--- config.mk ---
export PLATFORM = sky130hd
export DESIGN_NAME = host_msg_bridge
export DESIGN_NICKNAME = d
export VERILOG_FILES = /design/src/rtl/host_msg_bridge.sv
export SDC_FILE = /design/constraint.sdc
export NUM_CORES = 1
export LEC_CHECK = 0
export ABC_AREA = 1
export ABC_CLOCK_PERIOD_IN_PS = 2600
export CAP_MARGIN = 20
export CORE_UTILIZATION = 35
export CTS_CLUSTER_SIZE = 16
export DETAILED_ROUTE_END_ITERATION = 10
export PLACE_DENSITY = 0.55
export RECOVER_POWER = 25
export REMOVE_ABC_BUFFERS = 1
export SYNTH_ARGS = -nofsm -noshare
export SYNTH_HDL_FRONTEND = slang
export SYNTH_SLANG_ARGS = --single-unit
--- constraint.sdc ---
create_clock -name clk -period 2.6 [get_ports clk]
set_input_delay 0.52 -clock clk [delete_from_list [all_inputs] [get_ports clk]]
set_output_delay 0.52 -clock clk [all_outputs]
set_load 0.01 [all_outputs]
--- src/rtl/host_msg_bridge.sv ---
// host_msg_bridge: NASTI slave that moves {id,data} host messages through a request and a response FIFO.

// Small power-of-two FIFO with wrap-bit pointers; callers guard push with !full and pop with !empty.
module host_msg_fifo #(
    parameter int unsigned WIDTH = 32,
    parameter int unsigned DEPTH = 4
) (
    input  logic             clk,
    input  logic             rstn,
    input  logic             push,
    input  logic [WIDTH-1:0] push_data,
    input  logic             pop,
    output logic [WIDTH-1:0] head,
    output logic             full,
    output logic             empty
);
    localparam int unsigned AW = $clog2(DEPTH);

    logic [WIDTH-1:0] mem [DEPTH];
    logic [AW:0]      wr_ptr;
    logic [AW:0]      rd_ptr;

    assign full  = (wr_ptr[AW-1:0] == rd_ptr[AW-1:0]) && (wr_ptr[AW] != rd_ptr[AW]);
    assign empty = (wr_ptr == rd_ptr);
    assign head  = mem[rd_ptr[AW-1:0]];

    // Pointer update; reset empties the queue.
    always_ff @(posedge clk or negedge rstn) begin
        if (!rstn) begin
            wr_ptr <= '0;
            rd_ptr <= '0;
        end else begin
            if (push) wr_ptr <= wr_ptr + (AW+1)'(1);
            if (pop)  rd_ptr <= rd_ptr + (AW+1)'(1);
        end
    end

    // Storage write; contents need no reset since the pointers define validity.
    always_ff @(posedge clk) begin
        if (push) mem[wr_ptr[AW-1:0]] <= push_data;
    end
endmodule

module host_msg_bridge #(
    parameter int unsigned ID_WIDTH       = 1,
    parameter int unsigned USER_WIDTH     = 1,
    parameter int unsigned DATA_WIDTH     = 64,
    parameter int unsigned MSG_ID_WIDTH   = 16,
    parameter int unsigned MSG_DATA_WIDTH = 16,
    parameter int unsigned REQ_DEPTH      = 4,
    parameter int unsigned RESP_DEPTH     = 4
) (
    input  logic                      clk,
    input  logic                      rstn,
    // write address
    input  logic                      aw_valid,
    output logic                      aw_ready,
    input  logic [ID_WIDTH-1:0]       aw_id,
    input  logic [7:0]                aw_len,
    input  logic [USER_WIDTH-1:0]     aw_user,
    // write data
    input  logic                      w_valid,
    output logic                      w_ready,
    input  logic [DATA_WIDTH-1:0]     w_data,
    input  logic                      w_last,
    // write response
    output logic                      b_valid,
    input  logic                      b_ready,
    output logic [ID_WIDTH-1:0]       b_id,
    output logic [1:0]                b_resp,
    output logic [USER_WIDTH-1:0]     b_user,
    // read address
    input  logic                      ar_valid,
    output logic                      ar_ready,
    input  logic [ID_WIDTH-1:0]       ar_id,
    input  logic [7:0]                ar_len,
    input  logic [USER_WIDTH-1:0]     ar_user,
    // read data
    output logic                      r_valid,
    input  logic                      r_ready,
    output logic [ID_WIDTH-1:0]       r_id,
    output logic [DATA_WIDTH-1:0]     r_data,
    output logic [1:0]                r_resp,
    output logic                      r_last,
    output logic [USER_WIDTH-1:0]     r_user,
    // host request port
    output logic                      req_valid,
    input  logic                      req_ready,
    output logic [MSG_ID_WIDTH-1:0]   req_id,
    output logic [MSG_DATA_WIDTH-1:0] req_data,
    // host response port
    input  logic                      resp_valid,
    output logic                      resp_ready,
    input  logic [MSG_ID_WIDTH-1:0]   resp_id,
    input  logic [MSG_DATA_WIDTH-1:0] resp_data
);
    localparam int unsigned MSG_W       = MSG_ID_WIDTH + MSG_DATA_WIDTH;
    localparam logic [1:0]  RESP_OKAY   = 2'b00;
    localparam logic [1:0]  RESP_SLVERR = 2'b10;

    typedef enum logic [1:0] {W_IDLE, W_DATA, W_RESP} w_state_t;
    typedef enum logic       {R_IDLE, R_DATA}         r_state_t;

    w_state_t              w_state, w_state_nx;
    r_state_t              r_state, r_state_nx;

    logic                  w_single_q;
    logic [ID_WIDTH-1:0]   w_id_q;
    logic [USER_WIDTH-1:0] w_user_q;
    logic [1:0]            b_resp_q;

    logic [7:0]            r_cnt_q;
    logic [ID_WIDTH-1:0]   r_id_q;
    logic [USER_WIDTH-1:0] r_user_q;
    logic [1:0]            r_resp_q;
    logic [DATA_WIDTH-1:0] r_data_q;

    logic                  req_push, req_pop, req_full, req_empty;
    logic [MSG_W-1:0]      req_head;
    logic                  resp_push, resp_pop, resp_full, resp_empty;
    logic [MSG_W-1:0]      resp_head;

    // Bits above the message fields carry no meaning on writes.
    logic unused_w_data;
    assign unused_w_data = ^w_data[DATA_WIDTH-1:MSG_W];

    host_msg_fifo #(.WIDTH(MSG_W), .DEPTH(REQ_DEPTH)) u_req_fifo (
        .clk       (clk),
        .rstn      (rstn),
        .push      (req_push),
        .push_data (w_data[MSG_W-1:0]),
        .pop       (req_pop),
        .head      (req_head),
        .full      (req_full),
        .empty     (req_empty)
    );

    host_msg_fifo #(.WIDTH(MSG_W), .DEPTH(RESP_DEPTH)) u_resp_fifo (
        .clk       (clk),
        .rstn      (rstn),
        .push      (resp_push),
        .push_data ({resp_id, resp_data}),
        .pop       (resp_pop),
        .head      (resp_head),
        .full      (resp_full),
        .empty     (resp_empty)
    );

    assign req_valid  = !req_empty;
    assign req_id     = req_head[MSG_W-1:MSG_DATA_WIDTH];
    assign req_data   = req_head[MSG_DATA_WIDTH-1:0];
    assign req_pop    = req_valid && req_ready;
    assign resp_ready = !resp_full;
    assign resp_push  = resp_valid && !resp_full;

    assign b_id   = w_id_q;
    assign b_user = w_user_q;
    assign b_resp = b_resp_q;
    assign r_id   = r_id_q;
    assign r_user = r_user_q;
    assign r_resp = r_resp_q;
    assign r_data = r_data_q;

    // State registers for both channel FSMs.
    always_ff @(posedge clk or negedge rstn) begin
        if (!rstn) begin
            w_state <= W_IDLE;
            r_state <= R_IDLE;
        end else begin
            w_state <= w_state_nx;
            r_state <= r_state_nx;
        end
    end

    // Write FSM: single beats become messages, bursts are swallowed and flagged.
    always_comb begin
        w_state_nx = w_state;
        aw_ready   = 1'b0;
        w_ready    = 1'b0;
        b_valid    = 1'b0;
        req_push   = 1'b0;
        case (w_state)
            W_IDLE: begin
                aw_ready = 1'b1;
                if (aw_valid) w_state_nx = W_DATA;
            end
            W_DATA: begin
                if (w_single_q) begin
                    w_ready = !req_full;
                    if (w_valid && !req_full) begin
                        req_push   = 1'b1;
                        w_state_nx = W_RESP;
                    end
                end else begin
                    w_ready = 1'b1;
                    if (w_valid && w_last) w_state_nx = W_RESP;
                end
            end
            W_RESP: begin
                b_valid = 1'b1;
                if (b_ready) w_state_nx = W_IDLE;
            end
            default: w_state_nx = W_IDLE;
        endcase
    end

    // Write-side context: transaction attributes and the response code.
    always_ff @(posedge clk or negedge rstn) begin
        if (!rstn) begin
            w_single_q <= 1'b0;
            w_id_q     <= '0;
            w_user_q   <= '0;
            b_resp_q   <= RESP_OKAY;
        end else begin
            if (aw_valid && aw_ready) begin
                w_single_q <= (aw_len == 8'd0);
                w_id_q     <= aw_id;
                w_user_q   <= aw_user;
            end
            if (w_state == W_DATA && w_state_nx == W_RESP)
                b_resp_q <= w_single_q ? RESP_OKAY : RESP_SLVERR;
        end
    end

    // Read FSM: single reads poll the response FIFO, bursts return error beats.
    always_comb begin
        r_state_nx = r_state;
        ar_ready   = 1'b0;
        r_valid    = 1'b0;
        r_last     = 1'b0;
        resp_pop   = 1'b0;
        case (r_state)
            R_IDLE: begin
                ar_ready = 1'b1;
                if (ar_valid) begin
                    r_state_nx = R_DATA;
                    resp_pop   = (ar_len == 8'd0) && !resp_empty;
                end
            end
            R_DATA: begin
                r_valid = 1'b1;
                r_last  = (r_cnt_q == 8'd0);
                if (r_ready && r_cnt_q == 8'd0) r_state_nx = R_IDLE;
            end
            default: r_state_nx = R_IDLE;
        endcase
    end

    // Read-side context: captured message, response code and remaining beats.
    always_ff @(posedge clk or negedge rstn) begin
        if (!rstn) begin
            r_cnt_q  <= '0;
            r_id_q   <= '0;
            r_user_q <= '0;
            r_resp_q <= RESP_OKAY;
            r_data_q <= '0;
        end else if (ar_valid && ar_ready) begin
            r_cnt_q  <= ar_len;
            r_id_q   <= ar_id;
            r_user_q <= ar_user;
            r_resp_q <= (ar_len == 8'd0) ? RESP_OKAY : RESP_SLVERR;
            r_data_q <= resp_pop ? (DATA_WIDTH'(resp_head) | (DATA_WIDTH'(1) << (DATA_WIDTH - 1)))
                                 : '0;
        end else if (r_state == R_DATA && r_ready && r_cnt_q != 8'd0) begin
            r_cnt_q <= r_cnt_q - 8'd1;
        end
    end
endmodule

After elaboration in Yosys (flattened, before gate mapping)

Memory sizes are Yosys's and may differ from the RTL's.
Cells that the tools add are included.

Muxes and demuxes: 30
Add/sub/neg operators: 5
Bitwise operators: 1
Reduce and logical (&&, ||, !) cells: 23
Equality and inequality tests: 9

Operator list:

| operator                                                              | number |
|---|---|
| 64-bit two-way mux                                                    | 1 |
| 8-bit logical NOT                                                     | 3 |
| 1-bit two-way mux                                                     | 18 |
| 8-bit two-way mux                                                     | 2 |
| 2-bit two-way mux                                                     | 7 |
| 1-bit logical AND                                                     | 13 |
| 3-bit by 1-bit adder with 3-bit output, second input constant         | 4 |
| 8-bit nonzero test                                                    | 1 |
| 8-bit by 1-bit subtractor with 8-bit output, second input constant    | 1 |
| 3-bit equality test                                                   | 2 |
| 2-bit one-hot mux with 3 select lines                                 | 1 |
| 2-bit equality test                                                   | 2 |
| 2-bit equality test, second input constant                            | 2 |
| 1-bit logical NOT                                                     | 4 |
| 2-bit by 1-bit equality test with 1-bit output, second input constant | 1 |
| 2-bit logical NOT                                                     | 1 |
| 1-bit != test                                                         | 2 |
| 1-bit one-hot mux with 2 select lines                                 | 1 |
| 2-bit nonzero test                                                    | 1 |
| 1-bit NOT                                                             | 1 |

Register bits after elaboration: 96
Memories: 2
Output and inout port bits: 112
Logic and storage cells: 85
Memory bits (writable): 256
Bits of input ports: 126

Memories:

| memory          | words | width | read ports | clocked after Yosys merged registers in | write ports | RTL line | source |
|---|---|---|---|---|---|---|---|
| u_req_fifo.mem  | 4     | 32    | 1          | 0                                       | 1           | 19       | `logic [WIDTH-1:0] mem [DEPTH];` |
| u_resp_fifo.mem | 4     | 32    | 1          | 0                                       | 1           | 19       |  |

Depth between registers and ports, before layout

Word-level depth: 9
Gate-level depth with buffers: 8
Mapped depth without buffers: 8

Hierarchy

Synthesis repeated with hierarchy kept, for this count alone.

Cell total of the unflattened synthesis: 1294
Area, all modules: 13730.7 um^2

Modules (own cells, without submodules):

| module          | instances | area an instance (um^2) | sequential area each (um^2) | cells each |
|---|---|---|---|---|
| host_msg_fifo   | 2         | 5569.1                  | 3993.8                      | 482 |
| host_msg_bridge | 1         | 2592.5                  | 1276.2                      | 330 |

Worst setup path after synthesis

No wires, ideal clock.

Path type: register to register
From: reg u_resp_fifo.rd_ptr[1]
To: mem u_resp_fifo.mem[0][0] (enable)
Arrival time: 2332 ps
Slack: -153 ps
Stages on the path, launching flop included: 6
Path through: dfrtp_1 -> buf_4 -> xnor2_2 -> nand3_1 -> nand2_2 -> nor2_1

Word-level cells in the longest chain between the ends: 6

Ends and longest elaborated chain:

| element                                 | RTL line | source |
|---|---|---|
| from (decl)                             | 21       | `logic [AW:0] rd_ptr;` |
| from (signal assigned)                  | 34       | `if (pop) rd_ptr <= rd_ptr + (AW+1)'(1);` |
| 2-bit equality test                     | 23       | `assign full = (wr_ptr[AW-1:0] == rd_ptr[AW-1:0]) && (wr_ptr[AW] != rd_ptr[AW]);` |
| 1-bit logical AND                       | 23       |  |
| 1-bit logical NOT                       | n/a      |  |
| net resp_ready                          | 93       | `output logic resp_ready,` |
| 1-bit logical AND                       | 154      | `assign resp_push = resp_valid && !resp_full;` |
| 1-bit two-way mux                       | 40       | `if (push) mem[wr_ptr[AW-1:0]] <= push_data;` |
| 1-bit two-way mux (implied by the code) | 40       |  |
| to (decl)                               | 19       |  |

The timed path passes the listed nets, and every way through them passes these cells.

Worst setup path in the final report

From: reg u_req_fifo.rd_ptr[0]
To: out req_data[12]

Word-level cells in the longest chain between the ends: 1

Ends and longest elaborated chain:

| element                | RTL line | source |
|---|---|---|
| from (decl)            | 21       |  |
| from (signal assigned) | 34       |  |
| memory 4 x 32 bit      | n/a      |  |
| to (decl)              | 90       | `output logic [MSG_DATA_WIDTH-1:0] req_data,` |

No other way between the ends.

==> insert_results.sql <==
INSERT INTO impl_metrics (metric_group, metric, value, unit) VALUES
('global_routing', 'grt_max_degree', '66', ''),
('die', 'core_area', '0.03652', 'mm^2'),
('logic_synthesis', 'synth_edf_count', '256', ''),
('die', 'starting_utilization_of_the_core_area', '0.3555', ''),
('finish', 'areaGrowthSynthToFinish', '28.74', '%'),
('detailed_routing', 'wl', '29540', 'um'),
('logic_synthesis', 'avgSynthCellArea', '12.07', 'um^2'),
('global_routing', 'grt_overflow_total', '0', ''),
('worst_setup_path', 'critPathMaxFanout', '15', ''),
('timing', 'worst_skew', '0.02014', 'ns'),
('finish', 'layout.filler_cells', '3349', ''),
('logic_synthesis', 'synth_largest_area_cell', 'sky130_fd_sc_hd__edfxtp_1', ''),
('worst_setup_path', 'worst-endpoint-arrival', '1.95', 'ns'),
('global_routing', 'grt_usage', '0.1563', ''),
('clock_tree', 'clockBufferDepth', '3', ''),
('detailed_routing', 'detailroute.via_count', '8272', ''),
('timing', 'final_hold_viol_count', '0', ''),
('logic_synthesis', 'ys_seq_elements', '319', ''),
('worst_setup_path', 'critPathKind', 'reg2out', ''),
('logic_synthesis', 'synthesized_instance_count', '1076', ''),
('detailed_routing', 'detail_route.drc_violations', '0', ''),
('global_routing', 'initial_antenna_violation_count', '6', ''),
('clock_tree', 'cts_buffers', '37', ''),
('worst_setup_path', 'required', '2.08', 'ns'),
('clock_tree', 'worst_setup_hold_path_clk_slew', '0.06', 'ns'),
('power', 'power.ir.vdd_worst', '599.3', 'uV'),
('place', 'dpl.hpwl', '17290', 'um'),
('clock_tree', 'h_tree_levels', '2', ''),
('detailed_routing', 'drt_iter0_drc', '374', ''),
('logic_synthesis', 'netlist-cell-type-count', '34', ''),
('run_status', 'status', 'finished clean', ''),
('worst_setup_path', 'endpoint_kind', 'output port', ''),
('timing', 'rsz0062_at_grt', 'false', ''),
('logic_synthesis', 'yosysSeqAreaShare', '0.7136', ''),
('logic_synthesis', 'synth_flop_cell', 'sky130_fd_sc_hd__edfxtp_1', ''),
('worst_setup_path', 'critical_path.startpoint_type', 'flip-flop', ''),
('place', 'post-place-cells', '1691', ''),
('die', 'floorplan.die.height', '194.6', 'um'),
('clock_tree', 'clock_tree_from_tritoncts', 'done', ''),
('global_routing', 'number_of_global_route_vias_before_repair', '8071', ''),
('logic_synthesis', 'synth_warnings', '0', ''),
('finish', 'finalNonFillerCells', '1767', ''),
('clock_tree', 'clk_latency', '0.52', 'ns'),
('logic_synthesis', 'synth_largest_type_area_fraction', '0.5921', ''),
('die', 'fp.dieW', '194.6', 'um'),
('timing', 'final.setup.worst_slack', '0.1334', 'ns'),
('timing', 'worst_slew_margin_rel', '0.4987', ''),
('timing', 'max_freq', '405.4', 'MHz'),
('timing', 'timing.final.crit_period', '2.467', 'ns'),
('timing', 'slew_viol_final', '0', ''),
('detailed_routing', 'postRouteAntennaNets', '0', ''),
('hold_path', 'worst_hold_path_type', 'reg2reg', ''),
('detailed_routing', 'number_of_iterations_in_the_first_detailed_routing_pass', '5', ''),
('die', 'num_io_pins', '238', ''),
('power', 'power_per_cell_area', '937.5', 'mW/mm^2'),
('detailed_routing', 'vias_per_cell', '4.681', ''),
('finish', 'fraction_of_final_layout_cells_sized_beyond_drive_strength_1', '0.1118', ''),
('place', 'place.gp.congestion', '0.7613', ''),
('global_routing', 'wire_length_of_the_first_global_routing_pass', '45570', 'um'),
('power', 'p_leak', '0.006354', 'uW'),
('logic_synthesis', 'ys_async_sr_fraction', '0.1975', ''),
('timing', 'layout_worst_path_cycle_share', '0.9487', ''),
('logic_synthesis', 'syn_area', '0.01298', 'mm^2'),
('timing', 'setup_violations', '0', ''),
('finish', 'fin_nets', '1405', ''),
('clock_tree', 'clock_sink_count', '319', ''),
('die', 'std_cell_rows', '70', ''),
('place', 'port-buffer-count', '172', ''),
('flow_run', 'max_cap_viol_count', '0', ''),
('timing', 'worstMarginPinSlew', '0.7520', 'ns'),
('place', 'preCtsSetupSlack', '0.3207', 'ns'),
('detailed_routing', 'detail_route.wl_per_cell', '16.72', 'um'),
('die', 'dieArea', '0.03787', 'mm^2'),
('timing', 'whs', '0.4734', 'ns'),
('clock_tree', 'clock-root-buffer', 'sky130_fd_sc_hd__clkbuf_16', ''),
('logic_synthesis', 'post_synth_main_area_contributors', 'sky130_fd_sc_hd__edfxtp_1 (59%), sky130_fd_sc_hd__dfrtp_1 (12%), sky130_fd_sc_hd__nand2_1 (7.8%), sky130_fd_sc_hd__o21ai_0 (3.0%), sky130_fd_sc_hd__nand3_1 (3.0%)', '');
[metrics by stage]
| step | utilization | power [uW] | cell area (um^2) | setup TNS, ns |
|---|---|---|---|---|
| finish | 0.4576 | 15670 | 16710 | 0 |
| global route | 0.4575 | 16480 | 16710 | 0 |
| CTS | 0.4575 | 15910 | 16710 | 0 |
| detailed placement | 0.4206 | 10470 | 15360 | 0 |
| global placement | 0.4206 | 10420 | 15360 | 0 |
| floorplan | - | 8426 | 12600 | -463.91 |
[flip-flops by register name, summed over array words and instances (netlist names)]
register / cells
b_id: 1
b_resp: 1
b_user: 1
r_cnt_q: 8
r_data: 33
r_id: 1
r_resp: 1
r_state: 1
r_user: 1
u_req_fifo.mem: 128
u_req_fifo.rd_ptr: 3
u_req_fifo.wr_ptr: 3
u_resp_fifo.mem: 128
u_resp_fifo.rd_ptr: 3
u_resp_fifo.wr_ptr: 3
w_single_q: 1
w_state: 2
[worst max-delay path, stage by stage (launching register included)]
cell	delay, ns
sky130_fd_sc_hd__dfrtp_2	0.43
sky130_fd_sc_hd__buf_4	0.18
sky130_fd_sc_hd__bufbuf_16	0.30
sky130_fd_sc_hd__nor2_1	0.06
sky130_fd_sc_hd__o22ai_1	0.17
sky130_fd_sc_hd__dlygate4sd2_1	0.30
[repair_timing]
item                                    CTS  global route
endpoints found under the hold margin     2             0
setup buffers                             3             0
hold buffers                              1             0
resized for setup                        41             0
endpoints found under the setup margin   35             0
[routing by layer]
| layer | vias to the layer above | global-route usage | wire length, um |
|---|---|---|---|
| met1 | 3985 | 0.1979 | 12800 |
| met3 | 51 | 0.03470 | 1539 |
| met4 | 8 | 0.04644 | 555 |
| met5 | - | 0 | 50 |
| met2 | 176 | 0.2670 | 14590 |
| li1 | 4052 | - | - |
[cells in the final DEF (no fill, tap or decap), types with 6 or more instances in the layout]
master | synthesis | layout
sky130_fd_sc_hd__inv_1 | 39 | 38
sky130_fd_sc_hd__o21ai_2 | 29 | 29
sky130_fd_sc_hd__clkdlybuf4s50_1 | 0 | 90
sky130_fd_sc_hd__nor2_1 | 91 | 84
sky130_fd_sc_hd__bufinv_16 | 0 | 6
sky130_fd_sc_hd__clkbuf_1 | 22 | 12
sky130_fd_sc_hd__nand2_1 | 269 | 269
sky130_fd_sc_hd__buf_4 | 37 | 12
sky130_fd_sc_hd__ha_1 | 11 | 10
sky130_fd_sc_hd__dlygate4sd2_1 | 0 | 35
sky130_fd_sc_hd__dlygate4sd3_1 | 0 | 47
sky130_fd_sc_hd__dfrtp_1 | 63 | 61
sky130_fd_sc_hd__nand3_1 | 78 | 78
sky130_fd_sc_hd__edfxtp_1 | 256 | 256
sky130_fd_sc_hd__conb_1 | 1 | 33
sky130_fd_sc_hd__o21ai_0 | 79 | 79
sky130_fd_sc_hd__clkbuf_16 | 0 | 39
sky130_fd_sc_hd__nor2_4 | 2 | 10
sky130_fd_sc_hd__nand4_1 | 8 | 8
sky130_fd_sc_hd__o22ai_1 | 32 | 32
sky130_fd_sc_hd__buf_12 | 0 | 17
[cell families after synthesis]
group,share of synthesized area
simple gates,0.1487
flops,0.7136
compound gates,0.06756
buf+inv,0.05089
fa+ha+maj,0.01060
xor+xnor,0.006650
mux,0.001735
other cells,0.0002889
[area by class of cell]
class	instances	area (um^2)	area share
antenna	2	5.005	0.0002994
clock buffer	53	1049	0.06273
clock inverter	15	232.7	0.01392
inverter	42	157.7	0.009433
multi-input combinational	664	3238	0.1937
sequential	319	9266	0.5544
tap	468	585.6	0.03504
timing repair buffer	204	2180	0.1304
[final timing paths]
path | start | to | slack [ns] | cells past startpoint
max | u_req_fifo.rd_ptr[0]$_DFFE_PN0P_ | req_data[12] | 0.13 | 5
min | r_id$_DFFE_PN0P_ | r_id$_DFFE_PN0P_ | 0.47 | 2
max reg2reg | u_req_fifo.rd_ptr[0]$_DFFE_PN0P_ | u_req_fifo.mem[3][4]$_DFFE_PP_ | 0.75 | 7
min reg2reg | r_id$_DFFE_PN0P_ | r_id$_DFFE_PN0P_ | 0.47 | 2
max in group asynchronous | rstn | r_data[26]$_DFFE_PN0P_ | 1.48 | 3
min in group asynchronous | rstn | w_state[1]$_DFF_PN0_ | 0.55 | 2
[synth_stat cells (8+ instances only)]
| cell | count |
|---|---|
| sky130_fd_sc_hd__nor2_1 | 91 |
| sky130_fd_sc_hd__dfrtp_1 | 63 |
| sky130_fd_sc_hd__ha_1 | 11 |
| sky130_fd_sc_hd__o22ai_1 | 32 |
| sky130_fd_sc_hd__o21ai_0 | 79 |
| sky130_fd_sc_hd__inv_1 | 39 |
| sky130_fd_sc_hd__nand3_1 | 78 |
| sky130_fd_sc_hd__buf_4 | 37 |
| sky130_fd_sc_hd__edfxtp_1 | 256 |
| sky130_fd_sc_hd__nand2_1 | 269 |
| sky130_fd_sc_hd__nand4_1 | 8 |
| sky130_fd_sc_hd__o21ai_2 | 29 |
| sky130_fd_sc_hd__clkbuf_1 | 22 |
| sky130_fd_sc_hd__buf_2 | 18 |
[power by group]
part | internal [uW] | switching, uW
logic | 1600 | 2300
registers | 6140 | 234
clock network | 3410 | 1980
total | 11200 | 4520
Note: power is estimated with default switching activity, not from simulation.
